`src/rtl/reindeer_decode_pkg.sv`:
```
// Shared constants and types for the Reindeer decode queue: opcodes, SYSTEM funct12 codes,
// control-vector bit indices and the stored decode word.
package reindeer_decode_pkg;

  localparam logic [4:0] CMD_LOAD     = 5'b00000;
  localparam logic [4:0] CMD_MISC_MEM = 5'b00011;
  localparam logic [4:0] CMD_OP_IMM   = 5'b00100;
  localparam logic [4:0] CMD_AUIPC    = 5'b00101;
  localparam logic [4:0] CMD_STORE    = 5'b01000;
  localparam logic [4:0] CMD_OP       = 5'b01100;
  localparam logic [4:0] CMD_LUI      = 5'b01101;
  localparam logic [4:0] CMD_BRANCH   = 5'b11000;
  localparam logic [4:0] CMD_JALR     = 5'b11001;
  localparam logic [4:0] CMD_JAL      = 5'b11011;
  localparam logic [4:0] CMD_SYSTEM   = 5'b11100;

  localparam logic [11:0] F12_ECALL  = 12'h000;
  localparam logic [11:0] F12_EBREAK = 12'h001;
  localparam logic [11:0] F12_MRET   = 12'h302;
  localparam logic [11:0] F12_WFI    = 12'h105;

  localparam int unsigned CTL_BITS = 22;

  localparam int unsigned CTL_X_RS1       = 0;
  localparam int unsigned CTL_Y_RS2       = 1;
  localparam int unsigned CTL_Y_IMM12     = 2;
  localparam int unsigned CTL_Y_STORE_OFF = 3;
  localparam int unsigned CTL_SAVE_RD     = 4;
  localparam int unsigned CTL_ALU         = 5;
  localparam int unsigned CTL_MUL_DIV     = 6;
  localparam int unsigned CTL_LUI         = 7;
  localparam int unsigned CTL_AUIPC       = 8;
  localparam int unsigned CTL_JAL         = 9;
  localparam int unsigned CTL_JALR        = 10;
  localparam int unsigned CTL_BRANCH      = 11;
  localparam int unsigned CTL_LOAD        = 12;
  localparam int unsigned CTL_STORE       = 13;
  localparam int unsigned CTL_SYSTEM      = 14;
  localparam int unsigned CTL_CSR         = 15;
  localparam int unsigned CTL_CSR_WRITE   = 16;
  localparam int unsigned CTL_MISC_MEM    = 17;
  localparam int unsigned CTL_MRET        = 18;
  localparam int unsigned CTL_WFI         = 19;
  localparam int unsigned CTL_ECALL       = 20;
  localparam int unsigned CTL_EBREAK      = 21;

  typedef struct packed {
    logic [CTL_BITS-1:0] ctl;
    logic                illegal;
    logic                csr_read_enable;
  } decode_t;

endpackage

```
`src/rtl/reindeer_decode_logic.sv`:
```
// Combinational RV32I(+M) decoder: instruction word to control vector, illegal flag and
// CSR read qualification.
module reindeer_decode_logic
  import reindeer_decode_pkg::*;
#(
  parameter int unsigned MUL_DIV_EN = 1
) (
  input  logic [31:0]         i_ir,
  output logic [CTL_BITS-1:0] o_ctl,
  output logic                o_illegal,
  output logic                o_csr_read_enable
);

  logic [4:0]          w_opcode;
  logic [2:0]          w_funct3;
  logic [6:0]          w_funct7;
  logic [11:0]         w_funct12;
  logic [CTL_BITS-1:0] w_ctl;
  logic                w_illegal;

  assign w_opcode  = i_ir[6:2];
  assign w_funct3  = i_ir[14:12];
  assign w_funct7  = i_ir[31:25];
  assign w_funct12 = i_ir[31:20];

  always_comb begin
    w_ctl     = '0;
    w_illegal = 1'b0;
    if (i_ir[1:0] != 2'b11) begin
      w_illegal = 1'b1;
    end else begin
      unique case (w_opcode)
        CMD_OP_IMM: begin
          w_ctl[CTL_X_RS1]   = 1'b1;
          w_ctl[CTL_Y_IMM12] = 1'b1;
          w_ctl[CTL_SAVE_RD] = 1'b1;
          w_ctl[CTL_ALU]     = 1'b1;
        end
        CMD_OP: begin
          if (w_funct7 == 7'b0000000 || w_funct7 == 7'b0100000 ||
              (MUL_DIV_EN != 0 && w_funct7 == 7'b0000001)) begin
            w_ctl[CTL_X_RS1]   = 1'b1;
            w_ctl[CTL_Y_RS2]   = 1'b1;
            w_ctl[CTL_SAVE_RD] = 1'b1;
            if (i_ir[25]) w_ctl[CTL_MUL_DIV] = 1'b1;
            else          w_ctl[CTL_ALU]     = 1'b1;
          end else begin
            w_illegal = 1'b1;
          end
        end
        CMD_LUI: begin
          w_ctl[CTL_LUI]     = 1'b1;
          w_ctl[CTL_SAVE_RD] = 1'b1;
        end
        CMD_AUIPC: begin
          w_ctl[CTL_AUIPC]   = 1'b1;
          w_ctl[CTL_SAVE_RD] = 1'b1;
        end
        CMD_JAL: begin
          w_ctl[CTL_JAL]     = 1'b1;
          w_ctl[CTL_SAVE_RD] = 1'b1;
        end
        CMD_JALR: begin
          w_ctl[CTL_JALR]    = 1'b1;
          w_ctl[CTL_SAVE_RD] = 1'b1;
          w_ctl[CTL_X_RS1]   = 1'b1;
        end
        CMD_BRANCH: begin
          w_ctl[CTL_BRANCH] = 1'b1;
          w_ctl[CTL_X_RS1]  = 1'b1;
          w_ctl[CTL_Y_RS2]  = 1'b1;
        end
        // Loads write back from the memory stage, so SAVE_RD stays clear here.
        CMD_LOAD: begin
          w_ctl[CTL_LOAD]  = 1'b1;
          w_ctl[CTL_X_RS1] = 1'b1;
        end
        CMD_STORE: begin
          w_ctl[CTL_STORE]       = 1'b1;
          w_ctl[CTL_X_RS1]       = 1'b1;
          w_ctl[CTL_Y_RS2]       = 1'b1;
          w_ctl[CTL_Y_STORE_OFF] = 1'b1;
        end
        CMD_MISC_MEM: begin
          w_ctl[CTL_MISC_MEM] = 1'b1;
        end
        CMD_SYSTEM: begin
          w_ctl[CTL_SYSTEM] = 1'b1;
          w_ctl[CTL_X_RS1]  = 1'b1;
          if (w_funct3 == 3'b000) begin
            unique case (w_funct12)
              F12_ECALL:  w_ctl[CTL_ECALL]  = 1'b1;
              F12_EBREAK: w_ctl[CTL_EBREAK] = 1'b1;
              F12_MRET:   w_ctl[CTL_MRET]   = 1'b1;
              F12_WFI:    w_ctl[CTL_WFI]    = 1'b1;
              default:    w_illegal         = 1'b1;
            endcase
          end else if (w_funct3 == 3'b100) begin
            w_illegal = 1'b1;
          end else begin
            w_ctl[CTL_CSR]       = 1'b1;
            w_ctl[CTL_SAVE_RD]   = 1'b1;
            // Set/clear forms with rs1/uimm == 0 must not write the CSR.
            w_ctl[CTL_CSR_WRITE] = (w_funct3[1:0] == 2'b01) || (i_ir[19:15] != 5'd0);
          end
        end
        default: w_illegal = 1'b1;
      endcase
    end
    if (w_illegal) w_ctl = '0;
  end

  assign o_ctl             = w_ctl;
  assign o_illegal         = w_illegal;
  assign o_csr_read_enable = w_ctl[CTL_CSR] & ~((w_funct3[1:0] == 2'b01) & (i_ir[11:7] == 5'd0));

endmodule

```
`src/rtl/reindeer_decode_queue.sv`:
```
// Buffered decode stage: decodes fetched {IR, PC} at push time and holds up to DEPTH decoded
// entries in a circular queue whose head feeds execute.
module reindeer_decode_queue
  import reindeer_decode_pkg::*;
#(
  parameter int unsigned DEPTH       = 2,
  parameter int unsigned PC_BITWIDTH = 32,
  parameter int unsigned MUL_DIV_EN  = 1
) (
  input  logic                       clk,
  input  logic                       reset_n,
  input  logic                       flush,
  input  logic                       in_valid,
  output logic                       in_ready,
  input  logic [31:0]                IR_in,
  input  logic [PC_BITWIDTH-1:0]     PC_in,
  output logic                       out_valid,
  input  logic                       out_ready,
  output logic [31:0]                IR_out,
  output logic [PC_BITWIDTH-1:0]     PC_out,
  output logic [4:0]                 rs1,
  output logic [4:0]                 rs2,
  output logic [4:0]                 rd,
  output logic [11:0]                csr,
  output logic [CTL_BITS-1:0]        ctl,
  output logic                       csr_read_enable,
  output logic                       illegal,
  output logic [$clog2(DEPTH+1)-1:0] count
);

  localparam int unsigned PtrW = $clog2(DEPTH);
  localparam int unsigned CntW = $clog2(DEPTH + 1);
  localparam logic [CntW-1:0] Full = CntW'(DEPTH);

  logic [31:0]             r_ir  [DEPTH];
  logic [PC_BITWIDTH-1:0]  r_pc  [DEPTH];
  decode_t                 r_dec [DEPTH];
  logic [PtrW-1:0]         r_wr_ptr;
  logic [PtrW-1:0]         r_rd_ptr;
  logic [CntW-1:0]         r_count;

  decode_t w_dec;
  logic    w_push;
  logic    w_pop;

  reindeer_decode_logic #(
    .MUL_DIV_EN(MUL_DIV_EN)
  ) u_decode (
    .i_ir              (IR_in),
    .o_ctl             (w_dec.ctl),
    .o_illegal         (w_dec.illegal),
    .o_csr_read_enable (w_dec.csr_read_enable)
  );

  assign in_ready  = (r_count != Full);
  assign out_valid = (r_count != '0);
  assign w_push    = in_valid & in_ready;
  assign w_pop     = out_valid & out_ready;
  assign count     = r_count;

  always_ff @(posedge clk) begin
    if (!reset_n) begin
      r_wr_ptr <= '0;
      r_rd_ptr <= '0;
      r_count  <= '0;
    end else if (flush) begin
      r_wr_ptr <= '0;
      r_rd_ptr <= '0;
      r_count  <= '0;
    end else begin
      if (w_push) begin
        r_ir[r_wr_ptr]  <= IR_in;
        r_pc[r_wr_ptr]  <= PC_in;
        r_dec[r_wr_ptr] <= w_dec;
        r_wr_ptr        <= r_wr_ptr + 1'b1;
      end
      if (w_pop) r_rd_ptr <= r_rd_ptr + 1'b1;
      if (w_push && !w_pop)      r_count <= r_count + 1'b1;
      else if (!w_push && w_pop) r_count <= r_count - 1'b1;
    end
  end

  // Head is masked when empty so stale storage never leaks to execute.
  always_comb begin
    IR_out          = '0;
    PC_out          = '0;
    ctl             = '0;
    illegal         = 1'b0;
    csr_read_enable = 1'b0;
    if (out_valid) begin
      IR_out          = r_ir[r_rd_ptr];
      PC_out          = r_pc[r_rd_ptr];
      ctl             = r_dec[r_rd_ptr].ctl;
      illegal         = r_dec[r_rd_ptr].illegal;
      csr_read_enable = r_dec[r_rd_ptr].csr_read_enable;
    end
  end

  assign rs1 = IR_out[19:15];
  assign rs2 = IR_out[24:20];
  assign rd  = IR_out[11:7];
  assign csr = IR_out[31:20];

endmodule

```
`config.mk`:
```
export PLATFORM = sky130hd
export DESIGN_NAME = reindeer_decode_queue
export DESIGN_NICKNAME = d
export VERILOG_FILES = /design/src/rtl/reindeer_decode_pkg.sv /design/src/rtl/reindeer_decode_logic.sv /design/src/rtl/reindeer_decode_queue.sv
export SDC_FILE = /design/constraint.sdc
export NUM_CORES = 1
export LEC_CHECK = 0
export CORE_AREA = 2 2 127 129
export CTS_CLUSTER_DIAMETER = 100
export CTS_CLUSTER_SIZE = 10
export DETAILED_ROUTE_END_ITERATION = 7
export DIE_AREA = 0 0 129 131
export DONT_BUFFER_PORTS = 1
export PLACE_DENSITY_LB_ADDON = 0.1
export SLEW_MARGIN = 20
export SYNTH_ARGS = -nofsm -noshare
export SYNTH_HDL_FRONTEND = slang
export SYNTH_HIERARCHICAL = 1
export SYNTH_SLANG_ARGS = --single-unit
export TNS_END_PERCENT = 20
```
`constraint.sdc`:
```
create_clock -name clk -period 16.51 [get_ports clk]
set_input_delay 0.8255 -clock clk [delete_from_list [all_inputs] [get_ports clk]]
set_output_delay 0.8255 -clock clk [all_outputs]
set_load 0.01 [all_outputs]
```
# Yosys cells after proc, flatten, opt, wreduce, memory -nomap -nowiden

Memory sizes are Yosys's and may differ from the RTL's. A register that Yosys moved wholly into a read port is not among the register bits.
Index checks and enable logic that the tools add are counted.

Register bits: 4
RAM bits: 176
Input port bits: 69
Output and inout bits: 119
Word-level logic and storage cells: 110
Memories: 3

Memory list:

| memory | words | width | read ports | clocked after memory_dff | wr ports | line                        | RTL |
|---|---|---|---|---|---|---|---|
| r_ir   | 2     | 32    | 1          | 1                        | 1        | reindeer_decode_queue.sv:35 | `logic [31:0] r_ir [DEPTH];` |
| r_pc   | 2     | 32    | 1          | 1                        | 1        | reindeer_decode_queue.sv:36 | `logic [PC_BITWIDTH-1:0] r_pc [DEPTH];` |
| r_dec  | 2     | 24    | 1          | 1                        | 1        | reindeer_decode_queue.sv:37 | `decode_t r_dec [DEPTH];` |

$add $sub $neg: 4
Equality and inequality tests: 19
Multiplexer cells: 54
Bitwise logic cells: 6
Reductions and logical operators: 21

Operators by type and width:

| kind                                                                    | count |
|---|---|
| 22-bit 2-to-1 mux                                                       | 3 |
| 32-bit 2-to-1 mux                                                       | 2 |
| 1-bit 2-to-1 mux                                                        | 35 |
| 5-bit equality test, second input constant                              | 4 |
| 5-bit by 4-bit equality test with 1-bit output, second input constant   | 3 |
| 12-bit by 1-bit equality test with 1-bit output, second input constant  | 1 |
| 12-bit by 10-bit equality test with 1-bit output, second input constant | 1 |
| 12-bit by 9-bit equality test with 1-bit output, second input constant  | 1 |
| 12-bit logical NOT                                                      | 1 |
| 5-bit by 3-bit equality test with 1-bit output, second input constant   | 2 |
| 5-bit logical NOT                                                       | 2 |
| 2-bit 2-to-1 mux                                                        | 5 |
| 9-bit OR reduction                                                      | 1 |
| 4-bit 2-to-1 mux                                                        | 2 |
| 7-bit by 1-bit equality test with 1-bit output, second input constant   | 1 |
| 7-bit by 6-bit equality test with 1-bit output, second input constant   | 1 |
| 7-bit logical NOT                                                       | 1 |
| 3-bit 2-to-1 mux                                                        | 2 |
| 1-bit case mux with 2 select lines                                      | 3 |
| 1-bit case mux with 3 select lines                                      | 2 |
| 6-bit OR reduction                                                      | 1 |
| 5-bit by 2-bit equality test with 1-bit output, second input constant   | 1 |
| 5-bit nonzero test                                                      | 1 |
| 5-bit OR reduction                                                      | 1 |
| other kinds (15)                                                        | 27 |

# Depth between registers and ports, before layout

Gate-level depths: netlist of run 1.

Depth after elaboration: 8
Gate-level depth with buffers: 7
Depth with buffers taken out: 6

# Modules after synthesis

The synthesis of run 1 kept the hierarchy.

By module, submodules not included:

| module                | times used | cells each | area each (um^2) | sequential area each (um^2) |
|---|---|---|---|---|
| reindeer_decode_queue | 1          | 427        | 7063.0           | 5385.2 |
| reindeer_decode_logic | 1          | 85         | 511.7            | 0.0 |

# Worst setup path after synthesis of run 1

Ideal clock, no wire load.

Path kind: input to register
Start point: input flush
End point: memory r_dec[0][0] (netlist name), enable pin
Library setup time: 0.751 ns
Arrival: 9.358 ns
Data required time: 15.759 ns
Setup slack: 6.401 ns
Stages: 2
Buffers on the path: 0
Cells stage by stage: nand2b_1 -> nor4_1

Cells in the longest elaborated chain, start to end: 3

RTL lines:

| what                                   | line                        | RTL |
|---|---|---|
| start: declaration                     | reindeer_decode_queue.sv:12 | `input logic flush,` |
| 1-bit 2-to-1 mux                       | reindeer_decode_queue.sv:66 | `end else if (flush) begin` |
| 1-bit 2-to-1 mux                       | reindeer_decode_queue.sv:62 | `if (!reset_n) begin` |
| 1-bit 2-to-1 mux (not written as such) | reindeer_decode_queue.sv:74 | `r_dec[r_wr_ptr] <= w_dec;` |
| end: declaration                       | reindeer_decode_queue.sv:37 |  |

Every way passes these cells.

==> results of run 1 <==
## cell type report
class,instances,area (µm²)
fill,1310,7410
sequential,181,5390
multi-input combinational,270,1810
clock buffer,18,429
tap,216,270
clock inverter,14,209
timing repair buffer,6,45.0
inverter,9,33.8
## critical path, stage by stage (launching register included)
cell	delay, ns
sky130_fd_sc_hd__dfxtp_4	0.88
sky130_fd_sc_hd__buf_4	0.72
sky130_fd_sc_hd__mux2i_1	0.16
sky130_fd_sc_hd__nor2_1	0.46
## flip-flops by register name, indices dropped and copies added, names as in the netlist, named ones only
signal and flops:
r_pc 64, r_dec 48, r_rd_ptr 1, r_wr_ptr 1, r_ir 64, count 2
## per-layer routing
metal  share of wire (%)  global-route usage [%]
met1                  43                    21.3
met2                  48                    26.6
met3                 7.7                    6.64
met4                 1.4                    6.71
met5                   0                       0
## cell usage after synthesis, types with 4 or more instances
cell type	instances	area, µm²
sky130_fd_sc_hd__buf_6	4	45.0
sky130_fd_sc_hd__nor4_1	10	62.6
sky130_fd_sc_hd__nor2b_1	4	25.0
sky130_fd_sc_hd__clkbuf_1	7	26.3
sky130_fd_sc_hd__edfxtp_1	176	5290
sky130_fd_sc_hd__mux2i_1	88	881
sky130_fd_sc_hd__nand2_1	10	37.5
sky130_fd_sc_hd__dfxtp_1	5	100
sky130_fd_sc_hd__buf_2	6	30.0
sky130_fd_sc_hd__a21oi_1	5	25.0
sky130_fd_sc_hd__o21ai_0	5	25.0
sky130_fd_sc_hd__nor3_1	14	70.1
sky130_fd_sc_hd__buf_4	35	263
sky130_fd_sc_hd__nor2_1	100	375
sky130_fd_sc_hd__inv_1	9	33.8
## power by group through the flow
| stage | Clock, mW | Sequential, mW | Combinational [mW] |
|---|---|---|---|
| after floorplan | 0 | 0.526 | 0.0599 |
| after global placement | 0 | 0.526 | 0.0598 |
| after detailed placement | 0 | 0.527 | 0.0608 |
| after CTS | 0.439 | 0.517 | 0.0609 |
| after global routing | 0.457 | 0.517 | 0.0662 |
| final | 0.433 | 0.517 | 0.0595 |
## worst max path at each step
stage,start,end,slack (ns),cells past startpoint
2_1_floorplan,flush,r_dec[0][0],6.40,2
3_3_place_gp,register,IR_out[20],13.38,3
3_5_place_dp,register,IR_out[24],13.36,3
4_1_cts,register,IR_out[24],12.90,3
5_1_grt,register,csr[0],12.73,3
6_report,register,IR_out[24],12.98,3
## layout by cell type (no fill, tap or decap), types with 3 or more instances in the layout
master	count
sky130_fd_sc_hd__inv_1	9
sky130_fd_sc_hd__xor2_1	3
sky130_fd_sc_hd__nor2b_1	4
sky130_fd_sc_hd__mux2i_1	88
sky130_fd_sc_hd__clkbuf_16	17
sky130_fd_sc_hd__o21ai_0	5
sky130_fd_sc_hd__bufinv_16	5
sky130_fd_sc_hd__or3_1	3
sky130_fd_sc_hd__a21oi_1	5
sky130_fd_sc_hd__edfxtp_1	176
sky130_fd_sc_hd__dfxtp_1	4
sky130_fd_sc_hd__clkinv_4	3
sky130_fd_sc_hd__buf_4	6
sky130_fd_sc_hd__nor2_1	100
sky130_fd_sc_hd__nand2_1	10
sky130_fd_sc_hd__nor4_1	8
sky130_fd_sc_hd__nor3_1	14
## logic make-up (layout without fill, tap and decap cells)
kind of cell    after synthesis  count (layout)
xor+xnor                      3               3
fa+ha+maj                     1               1
flops                       181             181
mux                          88              88
simple gates                158             158
compound gates               20              20
buf+inv                      61              47
==> impl_metrics.yaml, run 1 <==
critical_path:
  worstSetupStartpointType: "register"
  worst-r2r-cell-count: 3
  worstReg2RegStart: "count[0]"
  critical_path.endpoint_type: "primary output"
  critPathKind: "register to primary output"
  crit_fanout: 46
  critPathArrivalTime_ns: 2.70
  regToRegEndpoint: "r_dec[1][0]"
  rrSetupSlack_ns: 14.40
  critPathRequiredTime_ns: 15.68
placed_design:
  place_congestion: 0.756
  buffer_ports.inserted: 0
  post-place-cells: 682
  place_hpwl_um: 9230
  dpl_cell_area_mm2: 0.00755
  dpl_worst_slack_ns: 13.36
synth:
  synthesis.nets: 582
  yosys_warnings: 6
  post_synth_instance_area_mm2: 0.00757
  synth-compound-area-share_pct: 1.97
  main_combinational_cell_family_by_area_after_synthesis: "multiplexers"
  synth_xor_xnor_area_share_pct: 0.347
  synth-simple-area-share_pct: 9.55
  synth_ff_type: "sky130_fd_sc_hd__edfxtp_1"
  synth_area_per_cell_um2: 14.8
  async_reset_ff_share_pct: 0
  synth.area.mux_share_pct: 11.6
  yosys.cell_types.count: 39
  synth-adder-area-share_pct: 0.165
  ys_ff_latch: 181
  sequential_share_of_the_synthesized_area_pct: 71.1
  synthesis.instances: 512
  synth-edff-count: 176
finish:
  final_nets: 555
  insertedDiodeCount: 0
  final_core_utilization_pct: 52.5
  final_area_mm2: 0.00819
  post_route_cells_drive_above_1_share_pct: 8.43
  finish.cell_count_without_fillers: 714
  area_growth_syn_to_layout_pct: 8.06
global_routing:
  grt_start_max_net_pins: 55
  grt_pass1_vias: 3715
  number_of_antenna_violations_at_the_first_check_in_global_routing: 0
  global_route.overflow_total: 0
  grt_first_pass_wirelength_um: 20900
  grt_overall_usage_pct: 16.9
cts:
  htree_levels: 4
  clk-insertion-delay-late_ns: 0.43
  buffer_levels_on_the_longest_clock_path: 2
  cts_tree: "done"
  cts_resized: 0
  postCtsHoldBufs: 0
  tritoncts_num_sinks: 181
  cts_buffers: 17
  clk_root_buffer_cell: "sky130_fd_sc_hd__clkbuf_16"
  post_cts_setup_driven_buffer_insertion_count: 0
  clkTransAtPathRegs_ns: 0.07
timing:
  holdWs_ns: 0.489
  setup_viol: 0
  final.setup.tns_ns: 0
  worst_clock_skew_ns: 0.0128
  timing.slew.headroom_pct: 33.4
  finalWorstPathRequiredPeriod_ns: 3.53
  grt_setup_unrepaired: "false"
  max_slew.worst_pin.slew_ns: 0.996
  timing.final.ws_setup_ns: 12.98
  report.final.slew_viol_count: 0
  post-route-period-util_pct: 21.4
  report.final.hold_viol_count: 0
  fmaxAchievable_mhz: 283
power_and_ir_drop:
  power_density_mw_per_mm2: 123
  max-vdd-ir-drop_mv: 0.0655
  report.power.total_mw: 1.01
  internal_power_contribution_mw: 0.794
  power_frac_comb_pct: 5.9
  seq_power_share_pct: 51.2
  netSwitchingPower_mw: 0.215
  clock_power_share_pct: 42.9
  lkg_pwr_nw: 2.56
  switching_share_of_total_power_pct: 21.3
hold_path:
  hold_path.class: "input pin to register"
  hold-path-endpoint: "r_ir[0][28]"
  hold-path-cell-count: 0
  min_from: "IR_in[28]"
drt:
  drt_pass1_iterations: 4
  totalWireLength_um: 14300
  detail_route.wl_per_cell_um: 20.0
  drt_iter0_markers: 229
  drt.antenna.violating_nets: 0
  vias: 3834
  number_of_drc_violations_after_detailed_routing: 0
  viasPerCell: 5.37
floorplan:
  num_io_pins: 188
  chipWidth_um: 129
  floorplan.initialDensity_pct: 48.6
  dieArea_mm2: 0.0169
  fp-row-count: 46
  placeableCoreArea_mm2: 0.0156
  die_height_um: 131
job:
  max_cap_violations: 0
status:
  outcome: "complete, no violations"
Power figures use the tool's default switching activity.
==> inputs of run 2 (changes only) <==
==> constraint.sdc (replaced) <==
create_clock -name clk -period 3 [get_ports clk]
set_input_delay 0.15 -clock clk [delete_from_list [all_inputs] [get_ports clk]]
set_output_delay 0.15 -clock clk [all_outputs]
set_load 0.01 [all_outputs]
==> run 2 against run 1 <==
Net effect: clock-buffer cell count unchanged; via count is 8.4% higher; largest power group unchanged; sequential cell count is the same; clock power rose to 5.1 times the previous value; total power grew to 5.4 times the previous value; global-route usage grew 1.2 points; routed wire length rose by 7.7%; sequential power rose to 5.5 times the previous value; critical endpoint is now IR_out[22].
==> impl_metrics.yaml, run 2 (synthesis gave the netlist of run 1 again) <==
status:
  outcome: "complete, no violations"
cts:
  htree_levels: 4
  tritoncts_num_sinks: 181
  clk_root_buffer_cell: "sky130_fd_sc_hd__clkbuf_16"
  cts_tree: "done"
  clk-insertion-delay-late_ns: 0.42
  post_cts_setup_driven_buffer_insertion_count: 0
  cts_buffers: 17
  buffer_levels_on_the_longest_clock_path: 2
  clkTransAtPathRegs_ns: 0.06
finish:
  insertedDiodeCount: 0
  n_fill_cell: 1257
  final-seq-area_mm2: 0.00539
  final_nets: 620
  multi_input_area_mm2: 0.00183
  most_frequent_cells_in_the_layout: "sky130_fd_sc_hd__edfxtp_1 (176), sky130_fd_sc_hd__nor2_1 (100), sky130_fd_sc_hd__mux2i_1 (88)"
  largestRegisters: "r_ir: 64 flops, r_pc: 64 flops, r_dec: 48 flops"
  post_route_cells_drive_above_1_share_pct: 8.17
  final_common_cell: "sky130_fd_sc_hd__edfxtp_1"
  area_growth_syn_to_layout_pct: 16.9
timing:
  report.final.hold_viol_count: 0
  max_slew.worst_pin.slew_ns: 0.860
  setup_viol: 0
  fmaxAchievable_mhz: 472
  report.final.slew_viol_count: 0
  holdWs_ns: 0.0148
  timing.slew.headroom_pct: 42.5
  worst_clock_skew_ns: 0.00686
  post-route-period-util_pct: 70.7
  final.setup.tns_ns: 0
  finalWorstPathRequiredPeriod_ns: 2.12
  grt_setup_unrepaired: "false"
critical_path:
  critPathRequiredTime_ns: 2.85
  crit_path_max_incr_delay_ns: 0.62
  critPathTopFamily: "flip-flops"
  critical_path.endpoint_type: "primary output"
  crit_buf_inv: 1
  worstSetupStartpointType: "register"
  ordered_list_of_cells_on_the_worst_path: "buf_12 > mux2i_1 > nor2_1"
  critPathArrivalTime_ns: 1.97
  crit_fanout: 39
  crit_slowest_cell: "sky130_fd_sc_hd__dfxtp_4"
  critPathKind: "register to primary output"
placed_design:
  buffer_ports.inserted: 0
  place_hpwl_um: 9190
  place_congestion: 0.779
power_and_ir_drop:
  lkg_pwr_nw: 2.82
  report.power.total_mw: 5.47
  max-vdd-ir-drop_mv: 0.394
  power_density_mw_per_mm2: 617
floorplan:
  chipWidth_um: 129
  fp-row-count: 46
  dieArea_mm2: 0.0169
  die_height_um: 131
  num_io_pins: 188
  placeableCoreArea_mm2: 0.0156
  floorplan.initialDensity_pct: 48.6
global_routing:
  grt_pass1_vias: 4056
  global_route.overflow_total: 0
  grt_start_max_net_pins: 89
  number_of_antenna_violations_at_the_first_check_in_global_routing: 0
  grt_overall_usage_pct: 18.1
  grt_first_pass_wirelength_um: 22400
drt:
  met3WireLength_um: 917
  viasPerCell: 5.34
  number_of_drc_violations_after_detailed_routing: 0
  drt_pass1_iterations: 4
  totalWireLength_um: 15400
  drt_iter0_markers: 249
  met2RoutedLength_um: 7680
  route.layer.met1.wl_um: 6510
  drt.antenna.violating_nets: 0
  vias: 4157
  detail_route.wl_per_cell_um: 19.8
  top_signal_layer_used: "met4"
hold_path:
  hold_path.class: "input pin to register"
job:
  max_cap_violations: 0
-- run 2: cell count changes in the layout (fill, tap and decap cells not counted), sizes merged --
cell	change
bufinv	-2
clkinvlp	+1
clkinv	+1
dlygate4sd3	+64
buf	+1
-- run 2: what timing repair did --
action,in CTS,in global routing
hold endpoints to repair,146,0
hold buffers,64,0
resized for setup,0,0
-- run 2: layout make-up --
type	count	share of cell area (%)
Sequential cell	181	60.9
Inverter	9	0.382
Clock inverter	14	1.82
Tap cell	216	3.05
Clock buffer	18	4.85
Timing Repair Buffer	71	8.25
Multi-Input combinational cell	270	20.7
-- run 2: power breakdown --
part	total (mW)	switching (mW)	internal, mW
sequential	2.84	0.0220	2.82
combinational	0.430	0.284	0.145
clock	2.20	0.896	1.30
total	5.47	1.20	4.26
-- run 2: final timing paths --
path | from | end | slack [ns] | cells after the start
max | register | IR_out[22] | 0.88 | 3
min | IR_in[5] | r_dec[1][3] | 0.01 | 2
max reg2reg | count[1] | r_dec[1][1] | 1.24 | 3
min reg2reg | r_rd_ptr | r_rd_ptr | 0.51 | 2
-- run 2: metal layers --
layer	GRT usage, %	vias up
met5	0	-
met4	7.35	0
met3	5.25	23
met2	29.7	152
met1	22.8	2055
li1	-	1927
-- run 2: worst reg2reg max path, stage by stage (launching register included) --
cell and delay (ns):
sky130_fd_sc_hd__dfxtp_2 0.37, sky130_fd_sc_hd__nor2b_4 0.17, sky130_fd_sc_hd__nor4_4 0.32, sky130_fd_sc_hd__buf_12 0.42
-- run 2: per-stage QoR --
| stage | utilization (%) | area (µm²) | std cells | setup WS, ns |
|---|---|---|---|---|
| after CTS | 56.8 | 8850 | 779 | 0.820 |
| after detailed placement | 48.9 | 7620 | 683 | 0.740 |
| after floorplan | - | 7620 | 512 | -0.832 |
| after global routing | 56.8 | 8850 | 779 | 0.670 |
| after global placement | 48.9 | 7620 | 683 | 0.745 |
| final | 56.8 | 8850 | 779 | 0.880 |
